<file path="src/rtl/disp_pkg.sv">
// Shared display types and helpers for the 4-digit 7-segment scan path.
// Used by digit_scanner, its interface and the downstream display blocks.
package disp_pkg;

    localparam int DIG_COUNT = 4;

    typedef logic [1:0] dig_sel_t;
    typedef logic [3:0] nibble_t;

    localparam logic [3:0] ANODES_OFF = 4'b1111;

    // Nibble n of a 16-bit display value belongs to digit n.
    function automatic nibble_t pick_nibble(input logic [15:0] val, input dig_sel_t sel);
        nibble_t nib;
        case (sel)
            2'd0:    nib = val[3:0];
            2'd1:    nib = val[7:4];
            2'd2:    nib = val[11:8];
            2'd3:    nib = val[15:12];
            default: nib = val[3:0];
        endcase
        return nib;
    endfunction

    // Active-low one-hot enable for the selected digit.
    function automatic logic [3:0] anode_decode(input dig_sel_t sel);
        logic [3:0] an;
        case (sel)
            2'd0:    an = 4'b1110;
            2'd1:    an = 4'b1101;
            2'd2:    an = 4'b1011;
            2'd3:    an = 4'b0111;
            default: an = ANODES_OFF;
        endcase
        return an;
    endfunction

    // A digit is a leading zero when it and every higher nibble are zero.
    // Digit 0 is never a leading zero so an all-zero value still shows "0".
    function automatic logic lead_zero(input logic [15:0] val, input dig_sel_t sel);
        logic lz;
        case (sel)
            2'd0:    lz = 1'b0;
            2'd1:    lz = (val[15:4] == 12'h000);
            2'd2:    lz = (val[15:8] == 8'h00);
            2'd3:    lz = (val[15:12] == 4'h0);
            default: lz = 1'b0;
        endcase
        return lz;
    endfunction

endpackage

</file>
<file path="src/rtl/digit_scanner_if.sv">
// Display-value load port and scan outputs of digit_scanner.
// master: the block that loads values and observes the scan; slave: the scanner.
interface digit_scanner_if;
    import disp_pkg::*;

    logic [15:0] value;
    logic        load;
    dig_sel_t    dig_sel;
    nibble_t     digit;
    logic [3:0]  anodes;
    logic        frame_start;
    logic        pending;

    modport master (
        output value,
        output load,
        input  dig_sel,
        input  digit,
        input  anodes,
        input  frame_start,
        input  pending
    );

    modport slave (
        input  value,
        input  load,
        output dig_sel,
        output digit,
        output anodes,
        output frame_start,
        output pending
    );

endinterface

</file>
<file path="src/rtl/scan_prescaler.sv">
// Digit-slot timer: counts DIV_CYCLES clocks per slot.
// slot_end marks the last cycle of a slot; in_blank says whether the
// slot position reached on the next edge lies in the anti-ghosting gap,
// so the caller can register its anodes in step with the counter.
module scan_prescaler #(
    parameter int DIV_CYCLES   = 1000,
    parameter int BLANK_CYCLES = 50
) (
    input  logic clk,
    input  logic rst,
    output logic slot_end,
    output logic in_blank
);

    localparam int CW = $clog2(DIV_CYCLES);
    localparam logic [CW-1:0] TICK_LAST = CW'(DIV_CYCLES - 1);
    localparam logic [CW-1:0] BLANK_END = CW'(BLANK_CYCLES);

    logic [CW-1:0] tick_cnt_r;
    logic [CW-1:0] tick_nxt_s;
    logic          slot_end_s;
    logic          in_blank_s;

    // Next tick value and the slot flags derived from it.
    always_comb begin
        slot_end_s = (tick_cnt_r == TICK_LAST);
        if (slot_end_s) begin
            tick_nxt_s = {CW{1'b0}};
        end else begin
            tick_nxt_s = tick_cnt_r + CW'(1);
        end
        in_blank_s = (tick_nxt_s < BLANK_END);
    end

    // Slot tick counter.
    always_ff @(posedge clk) begin
        if (rst) begin
            tick_cnt_r <= {CW{1'b0}};
        end else begin
            tick_cnt_r <= tick_nxt_s;
        end
    end

    assign slot_end = slot_end_s;
    assign in_blank = in_blank_s;

endmodule

</file>
<file path="src/rtl/digit_scanner.sv">
// Time-multiplexed scan controller for the 4-digit 7-segment display.
// Holds the shown value in a shadow register that only changes at frame
// boundaries; a load mid-frame waits in a pending register (last wins).
// All outputs are registered and move together on slot changes.
// Optional build macro: LEADING_ZERO_BLANK_EN keeps the anodes of leading
// zero digits (never digit 0) off for their whole slot.
module digit_scanner
    import disp_pkg::*;
#(
    parameter int DIV_CYCLES   = 1000,
    parameter int BLANK_CYCLES = 50
) (
    input  logic            clk,
    input  logic            rst,
    digit_scanner_if.slave  bus
);

    localparam dig_sel_t LAST_DIG = dig_sel_t'(DIG_COUNT - 1);

    logic        slot_end_s;
    logic        in_blank_s;
    logic        boundary_s;
    dig_sel_t    dig_nxt_s;
    logic [15:0] shadow_nxt_s;
    logic [15:0] pend_val_nxt_s;
    logic        pend_nxt_s;
    nibble_t     digit_nxt_s;
    logic [3:0]  anodes_nxt_s;

    dig_sel_t    dig_sel_r;
    nibble_t     digit_r;
    logic [3:0]  anodes_r;
    logic        frame_start_r;
    logic        pending_r;
    logic [15:0] shadow_r;
    logic [15:0] pend_val_r;

    scan_prescaler #(
        .DIV_CYCLES   (DIV_CYCLES),
        .BLANK_CYCLES (BLANK_CYCLES)
    ) u_prescaler (
        .clk      (clk),
        .rst      (rst),
        .slot_end (slot_end_s),
        .in_blank (in_blank_s)
    );

    // Next digit, buffered value and anode pattern for the coming edge.
    always_comb begin
        boundary_s = slot_end_s && (dig_sel_r == LAST_DIG);

        if (slot_end_s) begin
            dig_nxt_s = dig_sel_r + 2'd1;
        end else begin
            dig_nxt_s = dig_sel_r;
        end

        shadow_nxt_s   = shadow_r;
        pend_val_nxt_s = pend_val_r;
        pend_nxt_s     = pending_r;
        if (bus.load && boundary_s) begin
            // Load landing on the boundary is shown immediately.
            shadow_nxt_s = bus.value;
            pend_nxt_s   = 1'b0;
        end else if (bus.load) begin
            pend_val_nxt_s = bus.value;
            pend_nxt_s     = 1'b1;
        end else if (boundary_s && pending_r) begin
            shadow_nxt_s = pend_val_r;
            pend_nxt_s   = 1'b0;
        end else begin
            pend_nxt_s = pending_r;
        end

        // Use the post-edge shadow so a new frame's first digit is coherent.
        digit_nxt_s = pick_nibble(shadow_nxt_s, dig_nxt_s);

        if (in_blank_s) begin
            anodes_nxt_s = ANODES_OFF;
`ifdef LEADING_ZERO_BLANK_EN
        end else if (lead_zero(shadow_nxt_s, dig_nxt_s)) begin
            anodes_nxt_s = ANODES_OFF;
`endif
        end else begin
            anodes_nxt_s = anode_decode(dig_nxt_s);
        end
    end

    // Registered scan state and outputs.
    always_ff @(posedge clk) begin
        if (rst) begin
            dig_sel_r     <= 2'd0;
            digit_r       <= 4'd0;
            anodes_r      <= ANODES_OFF;
            frame_start_r <= 1'b0;
            pending_r     <= 1'b0;
            shadow_r      <= 16'h0000;
            pend_val_r    <= 16'h0000;
        end else begin
            dig_sel_r     <= dig_nxt_s;
            digit_r       <= digit_nxt_s;
            anodes_r      <= anodes_nxt_s;
            frame_start_r <= boundary_s;
            pending_r     <= pend_nxt_s;
            shadow_r      <= shadow_nxt_s;
            pend_val_r    <= pend_val_nxt_s;
        end
    end

    assign bus.dig_sel     = dig_sel_r;
    assign bus.digit       = digit_r;
    assign bus.anodes      = anodes_r;
    assign bus.frame_start = frame_start_r;
    assign bus.pending     = pending_r;

endmodule

</file>
<file path="src/flat_wrapper.sv">
// flat-port wrapper written by rule: the top's interface ports become plain ports
module digit_scanner_flat import disp_pkg::*;
#(
    parameter int DIV_CYCLES   = 1000,
    parameter int BLANK_CYCLES = 50
)
  (clk, rst, bus_value, bus_load, bus_dig_sel, bus_digit, bus_anodes, bus_frame_start, bus_pending);
  digit_scanner_if bus_i ();
  input  logic clk;
  input  logic rst;
  input wire logic [$bits(bus_i.value)-1:0] bus_value;
  input wire logic [$bits(bus_i.load)-1:0] bus_load;
  output wire logic [$bits(bus_i.dig_sel)-1:0] bus_dig_sel;
  output wire logic [$bits(bus_i.digit)-1:0] bus_digit;
  output wire logic [$bits(bus_i.anodes)-1:0] bus_anodes;
  output wire logic [$bits(bus_i.frame_start)-1:0] bus_frame_start;
  output wire logic [$bits(bus_i.pending)-1:0] bus_pending;
  assign bus_i.value = bus_value;
  assign bus_i.load = bus_load;
  assign bus_dig_sel = bus_i.dig_sel;
  assign bus_digit = bus_i.digit;
  assign bus_anodes = bus_i.anodes;
  assign bus_frame_start = bus_i.frame_start;
  assign bus_pending = bus_i.pending;
  digit_scanner #(.DIV_CYCLES(DIV_CYCLES), .BLANK_CYCLES(BLANK_CYCLES)) u_core (.clk(clk), .rst(rst), .bus(bus_i));
endmodule
</file>
<file path="config.mk">
export PLATFORM = sky130hd
export DESIGN_NAME = digit_scanner_flat
export DESIGN_NICKNAME = d
export VERILOG_FILES = /design/src/rtl/disp_pkg.sv /design/src/rtl/digit_scanner_if.sv /design/src/rtl/scan_prescaler.sv /design/src/rtl/digit_scanner.sv /design/src/flat_wrapper.sv
export SDC_FILE = /design/constraint.sdc
export NUM_CORES = 1
export LEC_CHECK = 0
export CORE_MARGIN = 2
export CORE_UTILIZATION = 59
export DETAILED_ROUTE_END_ITERATION = 8
export PLACE_DENSITY = 0.84
export REMOVE_ABC_BUFFERS = 1
export SYNTH_ARGS = -nofsm -noshare
export SYNTH_HDL_FRONTEND = slang
export SYNTH_SLANG_ARGS = --single-unit
</file>
<file path="constraint.sdc">
create_clock -name clk -period 4.3 [get_ports clk]
set_input_delay 1.29 -clock clk [delete_from_list [all_inputs] [get_ports clk]]
set_output_delay 1.29 -clock clk [all_outputs]
set_load 0.05 [all_outputs]
</file>
==> impl_metrics.prom, run 1 <==
# TYPE chip_impl_metric gauge
chip_impl_metric{name="gp_routability_congestion",unit=""} 0.8857
chip_impl_metric{name="synthesis.area",unit="mm²"} 0.002621
chip_impl_metric{name="register_area",unit="mm²"} 0.001081
chip_impl_metric{name="yosys_warnings",unit=""} 0
chip_impl_metric{name="placement_rows",unit=""} 24
chip_impl_metric{name="global_route.usage.total",unit=""} 0.2448
chip_impl_metric{name="critPathMaxFanout",unit=""} 11
chip_impl_metric{name="total_core_area",unit="mm²"} 0.004324
chip_impl_metric{name="ffs_latches_synth",unit=""} 54
chip_impl_metric{name="sum_of_negative_setup_slack",unit="ns"} 0
chip_impl_metric{name="grt_pass1_vias",unit=""} 2108
chip_impl_metric{name="die-area",unit="mm²"} 0.004992
chip_impl_metric{name="cp.required",unit="ns"} 3.01
chip_impl_metric{name="cts_repair_resize_count",unit=""} 0
chip_impl_metric{name="vias_per_cell",unit=""} 5.811
chip_impl_metric{name="wire_length_of_the_first_global_routing_pass",unit="mm"} 9.880
chip_impl_metric{name="detailedRoute.firstIterationViolations",unit=""} 219
chip_impl_metric{name="syn_avg_cell_area",unit="µm²"} 7.848
chip_impl_metric{name="max_slew.worst_pin.slew",unit="ns"} 0.9719
chip_impl_info{name="yosys.cell_count.top_type",value="sky130_fd_sc_hd__nand2_1"} 1
chip_impl_metric{name="initial_utilization",unit=""} 0.6062
chip_impl_metric{name="crit_path_max_incr_delay",unit="ns"} 0.89
chip_impl_metric{name="postCtsSetupBuffers",unit=""} 0
chip_impl_metric{name="area_growth",unit="%"} 14.13
chip_impl_metric{name="placement.io_buffers",unit=""} 30
chip_impl_metric{name="cts.path.max_buffers",unit=""} 2
chip_impl_metric{name="chipHeight",unit="µm"} 70.66
chip_impl_metric{name="antenna_violating_nets_post_route",unit=""} 0
chip_impl_metric{name="maximum_number_of_pins_on_one_net_before_global_route_repair",unit=""} 56
chip_impl_metric{name="quantity_of_hold_fixing_buffers_added_after_cts",unit=""} 0
chip_impl_metric{name="nNetsFinal",unit=""} 371
chip_impl_info{name="critical-path-slowest-cell",value="sky130_fd_sc_hd__clkdlybuf4s50_1"} 1
chip_impl_info{name="critical_path.startpoint_type",value="flip-flop"} 1
chip_impl_info{name="worst_path_cell_trace",value="clkdlybuf4s50_1"} 1
chip_impl_metric{name="instance_count_along_the_most_critical_hold_path",unit=""} 2
chip_impl_metric{name="final.min_clock_period",unit="ns"} 3.078
chip_impl_metric{name="detailedPlacementHpwl",unit="mm"} 4.071
chip_impl_metric{name="irDropWorstVdd",unit="V"} 0.0002259
chip_impl_metric{name="synth_sequential_area_ratio",unit=""} 0.4124
chip_impl_metric{name="final.fill_count",unit=""} 367
chip_impl_metric{name="drc",unit=""} 0
chip_impl_metric{name="synth.lib_cells_used.distinct",unit=""} 41
chip_impl_metric{name="die_w",unit="µm"} 70.66
chip_impl_info{name="area_contributors_post_synth",value="sky130_fd_sc_hd__dfxtp_1 41%, sky130_fd_sc_hd__nand2_1 10%, sky130_fd_sc_hd__a21oi_1 4.6%"} 1
chip_impl_metric{name="vias",unit=""} 2342
chip_impl_metric{name="cts-buffers-inserted",unit=""} 5
chip_impl_metric{name="antenna_cells",unit=""} 0
chip_impl_metric{name="multiInputGateArea",unit="mm²"} 0.001414
chip_impl_info{name="holdCritPathClass",value="reg -> reg"} 1
chip_impl_metric{name="reg2reg_setup_slack",unit="ns"} 1.64
chip_impl_metric{name="wl_per_cell",unit="µm"} 14.46
chip_impl_metric{name="critical_path_buf_inv_count",unit=""} 1
chip_impl_metric{name="synth-async-reset-ratio",unit=""} 0
chip_impl_metric{name="cp_num_cells",unit=""} 1
chip_impl_metric{name="clk_latency_worst_skew_pair",unit="ns"} 0.31
chip_impl_metric{name="hold_violations",unit=""} 0
chip_impl_metric{name="synthDominantCellAreaShare",unit=""} 0.4124
chip_impl_metric{name="max_clock_freq",unit="MHz"} 324.9
chip_impl_metric{name="holdWs",unit="ns"} 0.4627
chip_impl_info{name="run_status",value="finished, final reports clean"} 1
chip_impl_info{name="clockRootBuffer",value="sky130_fd_sc_hd__clkbuf_8"} 1
chip_impl_metric{name="clkTransAtPathRegs",unit="ns"} 0.09
chip_impl_info{name="synth_ff_type",value="sky130_fd_sc_hd__dfxtp_1"} 1
chip_impl_info{name="grt_setup_unrepaired",value="no"} 1
chip_impl_info{name="synth.cells.most_frequent",value="72 x sky130_fd_sc_hd__nand2_1, 54 x sky130_fd_sc_hd__dfxtp_1, 27 x sky130_fd_sc_hd__nor2_1, 24 x sky130_fd_sc_hd__a21oi_1, 24 x sky130_fd_sc_hd__o21ai_0"} 1
chip_impl_info{name="reg2reg_to",value="u_core.bus.anodes[0]$_SDFF_PP1_"} 1
chip_impl_info{name="worst_r2r_startpoint",value="u_core.bus.dig_sel[0]$_SDFF_PP0_"} 1
chip_impl_info{name="synthDominantAreaCellType",value="sky130_fd_sc_hd__dfxtp_1"} 1
chip_impl_info{name="tritoncts_clock_tree",value="yes"} 1
chip_impl_metric{name="postSynthCellCount",unit=""} 334
chip_impl_info{name="critPathKind",value="reg -> out"} 1
chip_impl_metric{name="dr.pass1.iters",unit=""} 4
chip_impl_info{name="end_kind",value="primary output"} 1
chip_impl_info{name="worst_setup_path_startpoint",value="u_core.bus.dig_sel[0]$_SDFF_PP0_"} 1
chip_impl_metric{name="post-route-period-util",unit=""} 0.7159
chip_impl_metric{name="timing.final.setup_violations",unit=""} 0
chip_impl_info{name="worstSetupEndpoint",value="bus_dig_sel[0]"} 1
chip_impl_info{name="critical_path.top_delay_family",value="buffers and inverters"} 1
chip_impl_metric{name="max_slew_margin",unit=""} 0.3521
chip_impl_metric{name="antenna_violations_before_repair",unit=""} 0
chip_impl_metric{name="finClkSkew",unit="ns"} 0.007723
chip_impl_metric{name="io-pin-count",unit=""} 31
chip_impl_metric{name="maxCapViolCount",unit=""} 0
chip_impl_metric{name="cts_htree_levels",unit=""} 2
chip_impl_metric{name="leak",unit="nW"} 1.056
chip_impl_metric{name="post_route_cells_drive_above_1_share",unit=""} 0.06268
chip_impl_metric{name="drt_wl_total",unit="mm"} 5.826
chip_impl_metric{name="timing_max_transition_violations_final",unit=""} 0
chip_impl_metric{name="clock_sink_count",unit=""} 54
chip_impl_metric{name="worst-endpoint-arrival",unit="ns"} 1.79
chip_impl_metric{name="grt_total_ovfl",unit=""} 0
chip_impl_metric{name="synth_enable_flop_cells",unit=""} 0
chip_impl_metric{name="p_per_area",unit="mW/mm²"} 295.0
chip_impl_metric{name="worst_r2r_path_depth",unit=""} 5
-- logic make-up (layout without fill, tap and decap cells) --
group	after synthesis	after routing	synth area share
AO/OA/AOI/OAI	85	85	0.2119
XOR/XNOR	6	6	0.02005
adder cells (fa/ha/maj)	2	2	0.009545
buffers and inverters	29	46	0.04821
flip-flops	54	54	0.4124
multiplexers	6	6	0.02339
AND/OR/NAND/NOR	152	152	0.2745
-- final cells by class --
cell class	count	share of cell area
multi-input cells	251	0.4726
flip-flops and latches	54	0.3614
repair buffers	34	0.1087
clock buffers	7	0.02886
well taps	52	0.02175
inverters	4	0.005019
clock inverters	1	0.001673
-- where the power goes --
part,total (W),switching [W],internal [W]
combinational,0.0000742,0.0000427,0.0000315
clock,0.000291,0.000161,0.000130
sequential,0.000518,0.00000668,0.000511
-- routing by layer --
layer / vias up / GRT usage / part of all wire
met4: 0 / 0.06289 / 0.011
met5: - / 0 / 0
met2: 45 / 0.3920 / 0.48
met3: 7 / 0.04274 / 0.033
met1: 1090 / 0.3463 / 0.48
li1: 1200 / - / -
-- registers in the layout, summed over array words and instances (netlist names) --
register and flops:
u_core.bus.dig_sel 2, u_core.bus.pending 1, u_core.pend_val_r 16, u_core.bus.frame_start 1
u_core.bus.anodes 4, u_core.shadow_r 16, u_core.bus.digit 4, u_core.u_prescaler.tick_cnt_r 10
-- placed cells by master (no fill, tap or decap), types with 3 or more instances in the layout --
| master | synthesis | layout |
|---|---|---|
| sky130_fd_sc_hd__a22o_1 | 9 | 9 |
| sky130_fd_sc_hd__xnor2_1 | 4 | 4 |
| sky130_fd_sc_hd__nor4_1 | 5 | 5 |
| sky130_fd_sc_hd__inv_1 | 4 | 4 |
| sky130_fd_sc_hd__a22oi_1 | 9 | 9 |
| sky130_fd_sc_hd__a31o_2 | 3 | 3 |
| sky130_fd_sc_hd__clkbuf_8 | 0 | 6 |
| sky130_fd_sc_hd__nor3_1 | 7 | 7 |
| sky130_fd_sc_hd__clkdlybuf4s50_1 | 0 | 29 |
| sky130_fd_sc_hd__nor3b_1 | 3 | 3 |
| sky130_fd_sc_hd__mux2i_1 | 5 | 5 |
| sky130_fd_sc_hd__a211oi_1 | 5 | 5 |
| sky130_fd_sc_hd__nand2_1 | 72 | 72 |
| sky130_fd_sc_hd__buf_4 | 0 | 4 |
| sky130_fd_sc_hd__dfxtp_1 | 54 | 54 |
| sky130_fd_sc_hd__o21ai_0 | 24 | 24 |
| sky130_fd_sc_hd__nor2_1 | 27 | 27 |
| sky130_fd_sc_hd__a21oi_1 | 24 | 24 |
| sky130_fd_sc_hd__a221oi_2 | 3 | 3 |
| sky130_fd_sc_hd__and4_1 | 3 | 3 |
| sky130_fd_sc_hd__nor2b_1 | 17 | 17 |
| sky130_fd_sc_hd__nand3_1 | 6 | 6 |
| sky130_fd_sc_hd__or3_1 | 3 | 3 |
-- how the worst min path moves through the flow --
stage                                                 from                                     endpoint  slack (ns)
6_report                 u_core.pend_val_r[1]$_SDFFE_PP0P_            u_core.pend_val_r[1]$_SDFFE_PP0P_        0.46
4_1_cts                 u_core.pend_val_r[13]$_SDFFE_PP0P_           u_core.pend_val_r[13]$_SDFFE_PP0P_        0.46
3_3_place_gp             u_core.pend_val_r[8]$_SDFFE_PP0P_            u_core.pend_val_r[8]$_SDFFE_PP0P_        0.44
5_1_grt                 u_core.pend_val_r[11]$_SDFFE_PP0P_           u_core.pend_val_r[11]$_SDFFE_PP0P_        0.48
3_5_place_dp            u_core.pend_val_r[13]$_SDFFE_PP0P_           u_core.pend_val_r[13]$_SDFFE_PP0P_        0.45
2_1_floorplan  u_core.u_prescaler.tick_cnt_r[0]$_SDFF_PP0_  u_core.u_prescaler.tick_cnt_r[0]$_SDFF_PP0_        0.43
-- stage by stage --
| step | power, W | std cells | setup slack (ns) | util | cell area [µm²] |
|---|---|---|---|---|---|
| 3_5_place_dp | 0.0006030 | 395 | 1.017 | 0.6707 | 2900 |
| 3_3_place_gp | 0.0006010 | 395 | 1.075 | 0.6707 | 2900 |
| 4_1_cts | 0.0008873 | 403 | 1.204 | 0.6918 | 2992 |
| 5_1_grt | 0.0009162 | 403 | 1.160 | 0.6918 | 2992 |
| 2_1_floorplan | 0.0005608 | 309 | 1.659 | - | 2510 |
| 6_report | 0.0008827 | 403 | 1.222 | 0.6918 | 2992 |
(Power assumes the default switching activity.)
==> run 2, diff against run 1 <==
--- a/config.mk
+++ b/config.mk
@@ -6,9 +6,9 @@
 export NUM_CORES = 1
 export LEC_CHECK = 0
 export CORE_MARGIN = 2
-export CORE_UTILIZATION = 59
+export CORE_UTILIZATION = 55
 export DETAILED_ROUTE_END_ITERATION = 8
-export PLACE_DENSITY = 0.84
+export PLACE_DENSITY = 0.79
 export REMOVE_ABC_BUFFERS = 1
 export SYNTH_ARGS = -nofsm -noshare
 export SYNTH_HDL_FRONTEND = slang
==> constraint.sdc (replaced) <==
create_clock -name clk -period 3 [get_ports clk]
set_input_delay 0.9 -clock clk [delete_from_list [all_inputs] [get_ports clk]]
set_output_delay 0.9 -clock clk [all_outputs]
set_load 0.05 [all_outputs]
==> impl_metrics.prom, run 2 (synthesis gave the netlist of run 1 again) <==
# TYPE chip_impl_metric gauge
chip_impl_metric{name="route.layer.met1.wl",unit="mm"} 2.721
chip_impl_metric{name="area_growth",unit="%"} 16.95
chip_impl_metric{name="critical_path_buf_inv_count",unit=""} 1
chip_impl_metric{name="quantity_of_hold_fixing_buffers_added_after_cts",unit=""} 0
chip_impl_metric{name="antenna_cells",unit=""} 0
chip_impl_metric{name="hold_violations",unit=""} 0
chip_impl_info{name="holdCritPathClass",value="reg -> reg"} 1
chip_impl_metric{name="chipHeight",unit="µm"} 73.04
chip_impl_metric{name="nNetsFinal",unit=""} 378
chip_impl_metric{name="grt_total_ovfl",unit=""} 0
chip_impl_info{name="critical_path.top_delay_family",value="buffers and inverters"} 1
chip_impl_metric{name="worst_r2r_path_depth",unit=""} 5
chip_impl_metric{name="crit_path_max_incr_delay",unit="ns"} 0.88
chip_impl_info{name="critPathKind",value="reg -> out"} 1
chip_impl_metric{name="drc",unit=""} 0
chip_impl_metric{name="dr.pass1.iters",unit=""} 4
chip_impl_info{name="mostFrequentLayoutCell",value="sky130_fd_sc_hd__nand2_1"} 1
chip_impl_metric{name="initial_utilization",unit=""} 0.5624
chip_impl_metric{name="cp.required",unit="ns"} 2.10
chip_impl_metric{name="vias",unit=""} 2380
chip_impl_metric{name="instance_count_along_the_most_critical_hold_path",unit=""} 2
chip_impl_metric{name="wire_length_of_the_first_global_routing_pass",unit="mm"} 10.07
chip_impl_metric{name="design_power_total",unit="W"} 0.001339
chip_impl_metric{name="die_w",unit="µm"} 73.04
chip_impl_metric{name="max_clock_freq",unit="MHz"} 375.6
chip_impl_metric{name="placement.io_buffers",unit=""} 30
chip_impl_metric{name="detailedRoute.firstIterationViolations",unit=""} 226
chip_impl_info{name="run_status",value="finished, final reports clean"} 1
chip_impl_info{name="grt_setup_unrepaired",value="no"} 1
chip_impl_info{name="worst_path_cell_trace",value="clkdlybuf4s50_1"} 1
chip_impl_metric{name="timing.final.setup_violations",unit=""} 0
chip_impl_metric{name="cts_htree_levels",unit=""} 2
chip_impl_metric{name="post_dp_cell_area",unit="mm²"} 0.002955
chip_impl_metric{name="gp_routability_congestion",unit=""} 0.8559
chip_impl_metric{name="final.fill_count",unit=""} 398
chip_impl_metric{name="drt_wl_total",unit="mm"} 5.996
chip_impl_metric{name="final.min_clock_period",unit="ns"} 2.662
chip_impl_metric{name="cp_num_cells",unit=""} 1
chip_impl_metric{name="finish.instance_area",unit="mm²"} 0.003065
chip_impl_metric{name="irDropWorstVdd",unit="V"} 0.0002836
chip_impl_metric{name="p_per_area",unit="mW/mm²"} 436.7
chip_impl_metric{name="maxCapViolCount",unit=""} 0
chip_impl_metric{name="placement_rows",unit=""} 25
chip_impl_metric{name="sum_of_negative_setup_slack",unit="ns"} 0
chip_impl_metric{name="max_slew.worst_pin.slew",unit="ns"} 0.6535
chip_impl_metric{name="clkTransAtPathRegs",unit="ns"} 0.10
chip_impl_metric{name="worst-endpoint-arrival",unit="ns"} 1.76
chip_impl_metric{name="total_core_area",unit="mm²"} 0.004661
chip_impl_info{name="clockRootBuffer",value="sky130_fd_sc_hd__clkbuf_8"} 1
chip_impl_metric{name="clk_latency_worst_skew_pair",unit="ns"} 0.31
chip_impl_info{name="most-common-layout-cells",value="72 x sky130_fd_sc_hd__nand2_1, 54 x sky130_fd_sc_hd__dfxtp_1, 29 x sky130_fd_sc_hd__clkdlybuf4s50_1, 27 x sky130_fd_sc_hd__nor2_1"} 1
chip_impl_metric{name="cts-buffers-inserted",unit=""} 5
chip_impl_metric{name="maximum_number_of_pins_on_one_net_before_global_route_repair",unit=""} 39
chip_impl_metric{name="post_route_cells_drive_above_1_share",unit=""} 0.08101
chip_impl_metric{name="finClkSkew",unit="ns"} 0.01285
chip_impl_info{name="tritoncts_clock_tree",value="yes"} 1
chip_impl_metric{name="detailedPlacementHpwl",unit="mm"} 4.180
chip_impl_metric{name="post-route-period-util",unit=""} 0.8874
chip_impl_metric{name="antenna_violating_nets_post_route",unit=""} 0
chip_impl_metric{name="antenna_violations_before_repair",unit=""} 0
chip_impl_info{name="dr.max_layer_used",value="met4"} 1
chip_impl_metric{name="vias_per_cell",unit=""} 5.777
chip_impl_metric{name="global_route.usage.total",unit=""} 0.2406
chip_impl_metric{name="io-pin-count",unit=""} 31
chip_impl_metric{name="max_slew_margin",unit=""} 0.5633
chip_impl_metric{name="route.met2.wl",unit="mm"} 2.906
chip_impl_info{name="critical-path-slowest-cell",value="sky130_fd_sc_hd__clkdlybuf4s50_1"} 1
chip_impl_metric{name="timing_max_transition_violations_final",unit=""} 0
chip_impl_metric{name="grt_pass1_vias",unit=""} 2095
chip_impl_metric{name="die-area",unit="mm²"} 0.005334
chip_impl_metric{name="postCtsSetupBuffers",unit=""} 0
chip_impl_metric{name="clock_sink_count",unit=""} 54
chip_impl_metric{name="cts_repair_resize_count",unit=""} 0
chip_impl_metric{name="cts.path.max_buffers",unit=""} 2
chip_impl_metric{name="met3WireLength",unit="µm"} 305
chip_impl_info{name="end_kind",value="primary output"} 1
chip_impl_info{name="critical_path.startpoint_type",value="flip-flop"} 1
chip_impl_metric{name="critPathMaxFanout",unit=""} 11
chip_impl_metric{name="wl_per_cell",unit="µm"} 14.55
chip_impl_info{name="largest_registers",value="u_core.pend_val_r x16, u_core.shadow_r x16, u_core.u_prescaler.tick_cnt_r x10"} 1
chip_impl_metric{name="leak",unit="nW"} 1.094
run 2: final timing paths:
kind / start / to / slack (ns)
worst max register to register: u_core.u_prescaler.tick_cnt_r[9]$_SDFF_PP0_ / u_core.bus.digit[0]$_SDFF_PP0_ / 0.60
worst max-delay path: u_core.bus.dig_sel[0]$_SDFF_PP0_ / bus_dig_sel[0] / 0.34
worst min-delay path: u_core.pend_val_r[8]$_SDFFE_PP0P_ / u_core.pend_val_r[8]$_SDFFE_PP0P_ / 0.46
worst min register to register: u_core.pend_val_r[8]$_SDFFE_PP0P_ / u_core.pend_val_r[8]$_SDFFE_PP0P_ / 0.46
run 2: where the power goes:
| part | switching [W] | internal, W |
|---|---|---|
| clock network | 0.000239 | 0.000249 |
| logic | 0.0000626 | 0.0000467 |
| registers | 0.00000872 | 0.000732 |
run 2: through the flow:
stage	setup slack (ns)	hold WS (ns)	util	instances
floorplan	0.5468	0.4274	-	309
global placement	0.1877	0.4430	0.6341	404
detailed placement	0.1590	0.4475	0.6341	404
CTS	0.3211	0.4605	0.6577	412
global route	0.2837	0.4750	0.6577	412
finish	0.3379	0.4575	0.6577	412
run 2: metal layers:
| layer | vias up | GRT usage |
|---|---|---|
| met1 | 1097 | 0.3313 |
| met5 | - | 0 |
| met3 | 6 | 0.04282 |
| met2 | 68 | 0.3914 |
| met4 | 0 | 0.05761 |
| li1 | 1209 | - |
run 2: layout make-up:
class	instances	area, µm²	share of cell area
clock buffers	6	72.57	0.02367
repair buffers	41	377.9	0.1233
clock inverters	2	37.54	0.01224
flip-flops and latches	54	1081	0.3527
inverters	4	15.01	0.004898
multi-input cells	251	1414	0.4612
well taps	54	67.56	0.02204
run 2: worst register-to-register path: stages (launching register included):
cell and delay [ns]:
sky130_fd_sc_hd__dfxtp_1 0.45, sky130_fd_sc_hd__or3b_1 0.49, sky130_fd_sc_hd__or4_4 0.68, sky130_fd_sc_hd__a22o_1 0.30, sky130_fd_sc_hd__a221oi_1 0.27, sky130_fd_sc_hd__nor4_1 0.08
==> RTL change 1 (settings of run 1) <==
Build with the macro `LEADING_ZERO_BLANK_EN` defined.
--- a/src/rtl/digit_scanner.sv
+++ b/src/rtl/digit_scanner.sv
@@ -4,6 +4,8 @@
 // All outputs are registered and move together on slot changes.
 // Optional build macro: LEADING_ZERO_BLANK_EN keeps the anodes of leading
 // zero digits (never digit 0) off for their whole slot.
+`define LEADING_ZERO_BLANK_EN
+
 module digit_scanner
     import disp_pkg::*;
 #(
Formal check against the unedited RTL: same outputs for any inputs over 10 cycles, from zero or initial values and one cycle with rst high; that may be too few to reach the edited logic, so the function may still have changed.
==> RTL change 1 against run 1 <==
Sequential share of layout area is 1.7 points lower; worst setup slack got worse by 0.13 ns; critical path depth unchanged; total power rose by 5.5%; final area rose by 5.1%; first-iteration DRC count up 33%; sequential cell count is the same; largest power group unchanged; synthesized area rose by 5.1%; wire length grew 24%.
==> RTL change 1: results (changes against run 1) <==
metric,value,unit,change
Iteration-0 DRC Markers,291,,+33%
Final nets,358,,-3.5%
largest net degree at the start of global routing,42,,-25%
startpoint of the worst hold path,u_core.pend_val_r[0],,
status,completed,,
GPL Wtd Cong,0.991,,+12%
first-pass GRT wire length,11.6,mm,+17%
TritonRoute pass-1 iters,5,,+1
WP data arrival,1.92,ns,+0.13 ns
per-cell routed wire length,18.6,µm,+29%
Pleak,1.22,nW,+15%
CP peak stage delay,0.92,ns,+0.03 ns
post-synthesis sequential area ratio,0.393,,-0.0199
GRT met3 Usage,0.0389,,-0.00385
Syn Area/Cell,8.66,µm²,+10%
Vias/cell,6.73,,+16%
Post-synth top cells,"dfxtp_1 (54), nor2_1 (43), nand3_1 (21)",,
skew final,0.0102,ns,+0.00245 ns
Max VDD drop,0.232,mV,+2.9%
GRT Resource Usage Total,0.280,,+0.0356
Slew @ Worst Pin,0.910,ns,-0.0617 ns
WL met3,554,µm,+190%
Yosys warning total,0,,unchanged
pre-CTS WS,0.836,ns,-0.181 ns
met1 usage,0.394,,+0.0473
met2 Resource Use GR,0.446,,+0.0544
post-DP HPWL,4.91,mm,+21%
main area contributors after synthesis,"dfxtp_1 (39%), nor2_1 (5.9%), mux2i_1 (5.8%)",,
==> RTL change 1: cell count changes after synthesis, moves of 11 or more <==
cell	change
nand2_1	-56
mux2i_1	+11
o21ai_0	-18
nor2_1	+16
a21oi_1	-23
nand3_1	+15
nor2b_1	-16
==> RTL change 1: worst register-to-register path, cell delays in order (launching register included) <==
cell and delay (ns):
dfxtp_1 0.70, ha_1 0.41, and4_1 0.78, a2bb2oi_1 0.43, nand3_1 0.17, a32o_1 0.29
a41oi_1 0.19
==> RTL change 1: worst paths after layout <==
| check | depth (start not counted) | slack, ns | endpoint |
|---|---|---|---|
| min reg2reg | 2 | 0.51 | u_core.pend_val_r[0] |
| min | 2 | 0.51 | u_core.pend_val_r[0] |
| max reg2reg | 6 | 1.27 | u_core.bus.digit[1] |
| max | 1 | 1.09 | bus_dig_sel[0] |
==> RTL change 1: where the power goes <==
group | switching (mW) | internal (mW) | leakage (nW)
registers | 0.0155 | 0.517 | 0.440
logic | 0.0597 | 0.0484 | 0.730
clock network | 0.160 | 0.130 | 0.0482
==> RTL change 1: cells by family (layout without fill, tap and decap cells) <==
logic type / count (synthesis) / after routing / share of synthesized area
simple gates: 142 / 142 / 0.269
compound gates: 68 / 68 / 0.208
fa+ha+maj: 2 / 2 / 0.00909
flops: 54 / 54 / 0.393
buf+inv: 30 / 50 / 0.0436
mux: 17 / 17 / 0.0622
xor+xnor: 5 / 5 / 0.0159
==> RTL change 1: cell type report <==
cell class                      instances  area (µm²)
Multi-Input combinational cell        234        1550
Fill cell                             378        1270
Sequential cell                        54        1080
Timing Repair Buffer                   32         315
Clock buffer                            7        86.3
Tap cell                               52        65.1
Inverter                               10        37.5
Clock inverter                          1        5.00
==> RTL change 2 (config.mk and constraints of run 1) <==
Made on the original files. Reset style: asynchronous (`rst`), changed in 2 clocked blocks.
--- a/src/rtl/scan_prescaler.sv
+++ b/src/rtl/scan_prescaler.sv
@@ -33,7 +33,7 @@
     end
 
     // Slot tick counter.
-    always_ff @(posedge clk) begin
+    always_ff @(posedge clk or posedge rst) begin
         if (rst) begin
             tick_cnt_r <= {CW{1'b0}};
         end else begin
--- a/src/rtl/digit_scanner.sv
+++ b/src/rtl/digit_scanner.sv
@@ -87,7 +87,7 @@
     end
 
     // Registered scan state and outputs.
-    always_ff @(posedge clk) begin
+    always_ff @(posedge clk or posedge rst) begin
         if (rst) begin
             dig_sel_r     <= 2'd0;
             digit_r       <= 4'd0;
Formal check against the unedited RTL: differs if rst is asserted again (counterexample within 4 cycles, from zero or initial values and one cycle with rst high); with rst held inactive, the same outputs for 10 cycles.
==> RTL change 2 against run 1 <==
Combinational power is 18% lower; wire length is 6.4% lower; clock skew is 0.0018 ns lower; final area is 2.3% higher; worst setup slack worse by 0.28 ns; final cell count is 20% lower; sequential cell count stayed put; fmax is 8.5% lower; synthesized area is 1.4% higher; first-iteration DRC count is 15% lower; total power is 4.3% higher; count of clock-buffer cells in the layout stayed put; largest power group unchanged; highest routed layer unchanged.
==> RTL change 2: results (changes against run 1) <==
metric,value,unit,change
status,completed,,
Post-Synth Adder-Cell Area,0.00942,,-0.000130
first-pass GRT wire length,9.14,mm,-7.5%
inverters,15,,+11
GRT met3 Usage,0.0456,,+0.00285
fin crit share,0.782,,+0.0662
pre-CTS WS,0.726,ns,-0.291 ns
CP peak stage delay,0.93,ns,+0.04 ns
FF-to-FF Start,u_core.bus.dig_sel[0],,
Syn Area/Cell,11.0,µm²,+40%
main area contributors after synthesis,"dfrtp_1 (47%), mux2_1 (4.2%), dfstp_2 (4.0%)",,
Layout Cells excl Fill,321,,-20%
Final nets,289,,-22%
Slew @ Worst Pin,0.751,ns,-0.221 ns
met1 usage,0.301,,-0.0457
number of distinct library cells after synthesis,57,,+39%
seq_cells,54,,unchanged
Crit Path Max Fanout,25,,+14
vias after detailed routing,1963,,-16%
comb_multi_in,161,,-36%
Non-clock buffer share,0.101,,-0.00813
CP Launch Point,u_core.bus.pending,,
multi-input combinational area share,0.381,,-0.0918
skew final,0.00597,ns,-0.00175 ns
Synth Area in Compound Gates,0.171,,-0.0406
Placed Area,2950,µm²,+1.8%
met1 wire length,2.40,mm,-14%
layout cells sized above 1,0.104,,+0.0414
met2 WL post-DR,2.76,mm,-1.2%
Seq area share,0.443,,+0.0820
Post-synth top cells,"dfrtp_1 (50), nor2_1 (19), nand2_1 (17)",,
R2R cell count,7,,+2
WP data arrival,2.07,ns,+0.28 ns
## RTL change 2: cell types whose count changed in the layout (fill, tap and decap cells not counted), sizes merged, moves of 11 or more
cell,before,now
mux2,1,16
nand2,72,18
nor2b,17,2
inv,4,15
dfxtp,54,0
a21oi,24,12
dfrtp,0,50
o21ai,24,6
## RTL change 2: how the worst min path moves through the flow
stage / start / endpoint / slack [ns] / cells past startpoint
after CTS: u_core.pend_val_r[8] / u_core.pend_val_r[8] / 0.50 / 1
after global placement: u_core.pend_val_r[1] / u_core.pend_val_r[1] / 0.47 / 1
after floorplan: u_core.pend_val_r[1] / u_core.pend_val_r[1] / 0.45 / 1
after global routing: u_core.u_prescaler.tick_cnt_r[0] / u_core.u_prescaler.tick_cnt_r[0] / 0.52 / 1
after detailed placement: u_core.pend_val_r[8] / u_core.pend_val_r[8] / 0.48 / 1
final: u_core.pend_val_r[8] / u_core.pend_val_r[8] / 0.50 / 1
